**config.mk**
```make
export PLATFORM = sky130hd
export DESIGN_NAME = steering_controller
export DESIGN_NICKNAME = d
export VERILOG_FILES = /design/src/rtl/steering_controller.sv
export SDC_FILE = /design/constraint.sdc
export NUM_CORES = 1
export LEC_CHECK = 0
export CAP_MARGIN = 20
export CORE_ASPECT_RATIO = 1.75
export CORE_MARGIN = 2
export CORE_UTILIZATION = 42
export CTS_CLUSTER_DIAMETER = 80
export DETAILED_ROUTE_END_ITERATION = 10
export PLACE_DENSITY = 0.7
export SYNTH_ARGS = -nofsm -noshare
export SYNTH_HDL_FRONTEND = slang
export SYNTH_SLANG_ARGS = --single-unit
```
**constraint.sdc**
```tcl
create_clock -name clk -period 21.5 [get_ports clk]
set_input_delay 3.225 -clock clk [delete_from_list [all_inputs] [get_ports clk]]
set_output_delay 3.225 -clock clk [all_outputs]
set_load 0.05 [all_outputs]
```
**src/rtl/steering_controller.sv**
```systemverilog
// ---------------------------------------------------------------------------
// steering_controller
//
// Turns a per-frame line-centroid measurement into a rate-limited servo
// pulse width and generates the matching servo PWM waveform.
//
// A 3-stage pipeline runs once per accepted frame:
//   stage 1  clamp the centroid column and register the good/miss verdict
//   stage 2  steer_error = centroid - IMG_W/2, product = steer_error * GAIN
//   stage 3  state machine (TRACK / HOLD / SEARCH), target saturation and
//            per-frame step limiting, pulse_width rewrite + update_pulse
// frame_end pulses that arrive while stage 1 or stage 2 is occupied are
// dropped, so each frame result is computed from a single coherent sample.
//
// The PWM counter runs continuously over PWM_PERIOD cycles.  The width used
// for the waveform (active_width) is only reloaded at the end of a period,
// so a pulse_width rewrite never truncates or stretches a pulse in flight.
//
// Ports
//   clk          video clock, all logic on its rising edge
//   rst          synchronous active-high reset
//   frame_end    one-cycle pulse, centroid results are final
//   centroid_x   line centroid column (unsigned, 11 bits)
//   line_valid   centroid valid for this frame
//   line_lost    line not found this frame
//   pwm_out      registered servo PWM
//   pulse_width  commanded pulse width in clk cycles
//   steer_error  signed error, clamped centroid minus IMG_W/2
//   state        0 = TRACK, 1 = HOLD, 2 = SEARCH
//   lost_flag    high while in SEARCH
//   update_pulse one-cycle strobe when pulse_width is rewritten
// ---------------------------------------------------------------------------
module steering_controller #(
  parameter int IMG_W        = 640,
  parameter int PWM_PERIOD   = 500000,
  parameter int PULSE_MIN    = 25000,
  parameter int PULSE_CENTER = 37500,
  parameter int PULSE_MAX    = 50000,
  parameter int GAIN         = 45,
  parameter int MAX_STEP     = 2500,
  parameter int LOST_FRAMES  = 8
) (
  input  logic               clk,
  input  logic               rst,
  input  logic               frame_end,
  input  logic [10:0]        centroid_x,
  input  logic               line_valid,
  input  logic               line_lost,
  output logic               pwm_out,
  output logic [19:0]        pulse_width,
  output logic signed [11:0] steer_error,
  output logic [1:0]         state,
  output logic               lost_flag,
  output logic               update_pulse
);

  typedef enum logic [1:0] {
    ST_TRACK  = 2'd0,
    ST_HOLD   = 2'd1,
    ST_SEARCH = 2'd2
  } state_t;

  localparam int CNT_W  = (PWM_PERIOD > 1) ? $clog2(PWM_PERIOD) : 1;
  localparam int MISS_W = $clog2(LOST_FRAMES + 1);

  localparam logic [10:0]        X_MAX    = 11'(IMG_W - 1);
  localparam logic signed [11:0] X_MID    = 12'(IMG_W / 2);
  localparam logic [19:0]        CENTER_U = 20'(PULSE_CENTER);
  // 22-bit signed arithmetic for saturation and step limiting: wide enough
  // that center + product and target - prev can never wrap.
  localparam logic signed [21:0] CENTER_S = 22'(PULSE_CENTER);
  localparam logic signed [21:0] MIN_S    = 22'(PULSE_MIN);
  localparam logic signed [21:0] MAX_S    = 22'(PULSE_MAX);
  localparam logic signed [21:0] STEP_POS = 22'(MAX_STEP);
  localparam logic signed [21:0] STEP_NEG = -22'(MAX_STEP);
  localparam logic [CNT_W-1:0]   CNT_LAST = CNT_W'(PWM_PERIOD - 1);
  localparam logic [MISS_W-1:0]  LOST_C   = MISS_W'(LOST_FRAMES);

  // ---------------- stage 1: sample and verdict ----------------
  logic        s1_valid_reg;
  logic [10:0] s1_x_reg;
  logic        s1_good_reg;
  logic        s2_valid_reg;
  logic        s2_good_reg;
  logic        accept;
  logic [10:0] x_clamped;

  assign accept    = frame_end && !s1_valid_reg && !s2_valid_reg;
  assign x_clamped = (centroid_x > X_MAX) ? X_MAX : centroid_x;

  always_ff @(posedge clk) begin
    if (rst) begin
      s1_valid_reg <= 1'b0;
      s1_x_reg     <= '0;
      s1_good_reg  <= 1'b0;
    end else begin
      s1_valid_reg <= accept;
      if (accept) begin
        s1_x_reg    <= x_clamped;
        s1_good_reg <= line_valid && !line_lost;
      end
    end
  end

  // ---------------- stage 2: error and proportional term ----------------
  logic signed [11:0] err_calc;
  logic signed [19:0] err_ext;
  logic signed [19:0] product_calc;
  logic signed [11:0] steer_error_reg;
  logic signed [19:0] product_reg;

  assign err_calc     = $signed({1'b0, s1_x_reg}) - X_MID;
  assign err_ext      = {{8{err_calc[11]}}, err_calc};
  assign product_calc = err_ext * $signed(20'(GAIN));

  always_ff @(posedge clk) begin
    if (rst) begin
      s2_valid_reg    <= 1'b0;
      s2_good_reg     <= 1'b0;
      steer_error_reg <= '0;
      product_reg     <= '0;
    end else begin
      s2_valid_reg <= s1_valid_reg;
      if (s1_valid_reg) begin
        s2_good_reg     <= s1_good_reg;
        steer_error_reg <= err_calc;
        product_reg     <= product_calc;
      end
    end
  end

  // ---------------- stage 3: state machine and pulse width ----------------
  state_t             state_reg, state_next;
  logic [MISS_W-1:0]  miss_reg, miss_next, miss_inc;
  logic [19:0]        pulse_width_reg;
  logic               update_pulse_reg;
  logic               do_update;
  logic signed [21:0] prod_ext, target_raw, target_sat, target_sel;
  logic signed [21:0] prev_s, delta, delta_clip, pw_calc;

  always_comb begin
    state_next = state_reg;
    miss_next  = miss_reg;
    do_update  = 1'b0;
    target_sel = CENTER_S;
    miss_inc   = (miss_reg >= LOST_C) ? miss_reg : miss_reg + MISS_W'(1);

    prod_ext   = {{2{product_reg[19]}}, product_reg};
    target_raw = CENTER_S + prod_ext;
    if (target_raw < MIN_S) begin
      target_sat = MIN_S;
    end else if (target_raw > MAX_S) begin
      target_sat = MAX_S;
    end else begin
      target_sat = target_raw;
    end

    if (s2_valid_reg) begin
      if (s2_good_reg) begin
        state_next = ST_TRACK;
        miss_next  = '0;
        do_update  = 1'b1;
        target_sel = target_sat;
      end else begin
        miss_next = miss_inc;
        // A miss recentres the servo only once the line is declared lost;
        // while holding, the last good command is kept.
        if (state_reg == ST_SEARCH || miss_inc >= LOST_C) begin
          state_next = ST_SEARCH;
          do_update  = 1'b1;
        end else begin
          state_next = ST_HOLD;
        end
      end
    end

    prev_s = $signed({2'b00, pulse_width_reg});
    delta  = target_sel - prev_s;
    if (delta > STEP_POS) begin
      delta_clip = STEP_POS;
    end else if (delta < STEP_NEG) begin
      delta_clip = STEP_NEG;
    end else begin
      delta_clip = delta;
    end
    pw_calc = prev_s + delta_clip;
  end

  always_ff @(posedge clk) begin
    if (rst) begin
      state_reg        <= ST_SEARCH;
      miss_reg         <= '0;
      pulse_width_reg  <= CENTER_U;
      update_pulse_reg <= 1'b0;
    end else begin
      state_reg        <= state_next;
      miss_reg         <= miss_next;
      update_pulse_reg <= do_update;
      if (do_update) begin
        pulse_width_reg <= 20'(pw_calc);
      end
    end
  end

  // ---------------- PWM generator ----------------
  logic [CNT_W-1:0] counter_reg;
  logic [19:0]      active_width_reg;
  logic             pwm_out_reg;

  always_ff @(posedge clk) begin
    if (rst) begin
      counter_reg      <= '0;
      active_width_reg <= CENTER_U;
      pwm_out_reg      <= 1'b0;
    end else begin
      pwm_out_reg <= (32'(counter_reg) < 32'(active_width_reg));
      if (counter_reg == CNT_LAST) begin
        counter_reg      <= '0;
        active_width_reg <= pulse_width_reg;
      end else begin
        counter_reg <= counter_reg + CNT_W'(1);
      end
    end
  end

  assign pwm_out      = pwm_out_reg;
  assign pulse_width  = pulse_width_reg;
  assign steer_error  = steer_error_reg;
  assign state        = state_reg;
  assign lost_flag    = (state_reg == ST_SEARCH);
  assign update_pulse = update_pulse_reg;

endmodule

```
==> flow_metrics.tcl <==
set metrics [dict create \
    cts_hold_repair.buffers 0 \
    port_buffers 52 \
    dp_cells 1463 \
    ios 53 \
    yosysMostFrequentCell "nor2_1" \
    drc 0 \
    antenna_found_initial 0 \
    via_per_inst 5.33 \
    routed_wl_um 20700 \
    grt_max_degree 53 \
    wl_met3_um 417 \
    cts_buffer_depth 2 \
    setup_viol 0 \
    synth_warnings 0 \
    r2r_cells 34 \
    clkSinkCount 111 \
    wl_met1_um 7850 \
    p_leak_nw 4.39 \
    final-instance-count-excl-fill 1479 \
    worstMarginPinSlew_ns 0.846 \
    grt_pass1_wl_um 35300 \
    drive_gt1_share_pct 4.47 \
    total_power_mw 0.778 \
    hold_path_depth 2 \
    grt_util_all_layers_pct 18.7 \
    max_slew_margin_pct 43.6 \
    p_per_area_mw_per_mm2 75.7 \
    ant_nets 0 \
    slew_viol_final 0 \
    top_layer_used "met4" \
    seq_area_frac_synth_pct 24.1 \
    fmax_mhz 113 \
    hold_path.class "reg -> reg" \
    synth.top_cell.area_share_pct 24.1 \
    yosysTopAreaCell "dfxtp_1" \
    crit_slowest_cell "nor4_2" \
    multi_input_area_mm2 0.00634 \
    ys_ff_latch 111 \
    numCtsBuffers 9 \
    diodes 0 \
    synth_commonest_cells "nor2_1, inv_1, dfxtp_1" \
    fin_skew_ns 0.00612 \
    post-route-min-period_ns 8.87 \
    syn_inst 1151 \
    initial_core_util_pct 42.8 \
    core_mm2 0.0215 \
    die_x_um 116 \
    final_hold_viol_count 0 \
    cp_max_fo 9 \
    fin_crit_sh_pct 41.3 \
    cts-root-buf "clkbuf_16" \
    r2r_slack_ns 12.63 \
    htree_levels 3 \
    path_clk_slew_ns 0.07 \
    peakVddDrop_mv 0.0467 \
    first_iter_violations 326 \
    rows 71 \
    cp_data_arrival_time_ns 9.17 \
    setup_tns_ns 0 \
    nFillCells 2123 \
    dieHeight_um 200 \
    cp.required_ns 21.79 \
    rsz0062_at_grt "no" \
    vias 7881 \
    overflow 0 \
    cts.repair.resized 0 \
    dieArea_mm2 0.0232 \
    synth.distinct_cells 76 \
    cts_tree "done" \
    synth-async-reset-ratio_pct 0 \
    cp-start-kind "flop" \
    netlist_area_mm2 0.00921 \
    clkLatencyLatePin_ns 0.37 \
    area_growth_pct 11.6 \
    post_drt_wl_per_cell_um 14.0 \
    synth_edf_count 0 \
    finalNetCount 1322 \
    route.met2.wl_um 11600 \
    synth_ff_type "dfxtp_1" \
    grt_pass1_vias 7958 \
    maxCapViolations 0 \
    status "finished, final reports clean" \
    drtPass1Iterations 4 \
    max_stage_delay_ns 0.59 \
    avgSynthCellArea_um2 8.00 \
    worstSetupPathType "reg -> reg" \
    holdWs_ns 0.465 \
    gp_congestion 0.863 \
    ff_latch_area_mm2 0.00222 \
    endpoint_kind "flop" \
    cts_setup_buffers 0 \
    ys_top_cells_by_area "dfxtp_1, ha_1, nor2_1, inv_1, fa_1" \
    dpl.hpwl_um 16600 \
]
worst paths after layout:
check / from / to
setup / recovery: product_reg[2]$_SDFFE_PP0P_ / pulse_width[19]$_SDFFE_PP0P_
hold / removal: s1_good_reg$_SDFFE_PP0P_ / s1_good_reg$_SDFFE_PP0P_
setup reg to reg: product_reg[2]$_SDFFE_PP0P_ / pulse_width[19]$_SDFFE_PP0P_
hold reg to reg: s1_good_reg$_SDFFE_PP0P_ / s1_good_reg$_SDFFE_PP0P_
metrics by stage:
step | setup slack, ns | util (%) | cell area (um2)
after floorplan | 13.88 | - | 9220
final | 12.63 | 47.8 | 10300
after global routing | 11.89 | 47.8 | 10300
after global placement | 12.95 | 46.4 | 9980
after CTS | 12.65 | 47.8 | 10300
after detailed placement | 12.71 | 46.4 | 9980
cell families (layout without fill, tap and decap cells):
family	count (synthesis)	count (layout)	share of synthesized area, %
AOI/OAI and AO/OA	280	280	20.7
xor gates and xnor gates	77	77	7.49
adders and majority gates	124	124	18.6
buffers and inverters	171	204	7.16
DFF	111	111	24.1
muxes	36	36	3.95
other	2	5	0.0816
and+or+nand+nor	350	350	17.8
where the power goes:
group          internal [mW]  total (mW)  switching [mW]
clock network         0.0912       0.172          0.0808
registers              0.219       0.240          0.0212
logic                  0.160       0.366           0.207
layout by cell type, fill, tap and decap left out, types with 4 or more instances in the layout:
| cell type | synthesis | routed |
|---|---|---|
| nor2_1 | 139 | 138 |
| inv_1 | 129 | 129 |
| dfxtp_1 | 111 | 110 |
| ha_1 | 102 | 102 |
| a21oi_1 | 85 | 85 |
| nand2_1 | 83 | 83 |
| clkdlybuf4s50_1 | 0 | 51 |
| o21ai_0 | 42 | 42 |
| xnor2_1 | 41 | 41 |
| mux2i_1 | 35 | 35 |
| xor2_1 | 34 | 34 |
| nor3_1 | 26 | 26 |
| a21o_1 | 26 | 26 |
| fa_1 | 22 | 22 |
| nand3_1 | 20 | 20 |
| a31oi_1 | 18 | 18 |
| a211oi_1 | 17 | 17 |
| o211ai_1 | 16 | 16 |
| nand4_1 | 15 | 15 |
| o21a_1 | 10 | 10 |
| and3_1 | 9 | 9 |
| nand2b_1 | 9 | 9 |
| clkbuf_16 | 0 | 9 |
| o21bai_1 | 7 | 7 |
| or3_1 | 7 | 7 |
| buf_4 | 4 | 7 |
| nor2b_1 | 6 | 6 |
| or2_2 | 5 | 5 |
| nor4_1 | 5 | 5 |
| a21oi_2 | 5 | 5 |
| o2111ai_1 | 5 | 5 |
| conb_1 | 2 | 5 |
| o31ai_1 | 4 | 4 |
| and2_1 | 4 | 4 |
| nor3b_1 | 4 | 4 |
layout make-up:
| class | instances | area share, % |
|---|---|---|
| Clock inverter | 6 | 0.682 |
| Clock buffer | 10 | 2.23 |
| Multi-Input combinational cell | 872 | 61.7 |
| Timing Repair Buffer | 59 | 5.53 |
| Inverter | 129 | 4.71 |
| Sequential cell | 111 | 21.6 |
| Tap cell | 292 | 3.55 |
worst max-delay path, delay by kind of cell, from the launching register on:
kind,cells,cell delay [ns]
mux,1,0.18
flops,1,0.34
xor+xnor,3,0.50
fa+ha+maj,3,0.90
compound gates,18,4.45
simple gates,8,2.32
buf+inv,1,0.11
layer usage:
metal	up-vias	GRT usage [%]
li1	4037	-
met1	3693	17.7
met2	98	38.3
met3	53	2.72
met4	0	8.47
met5	-	0
(Power assumes the default switching activity.)
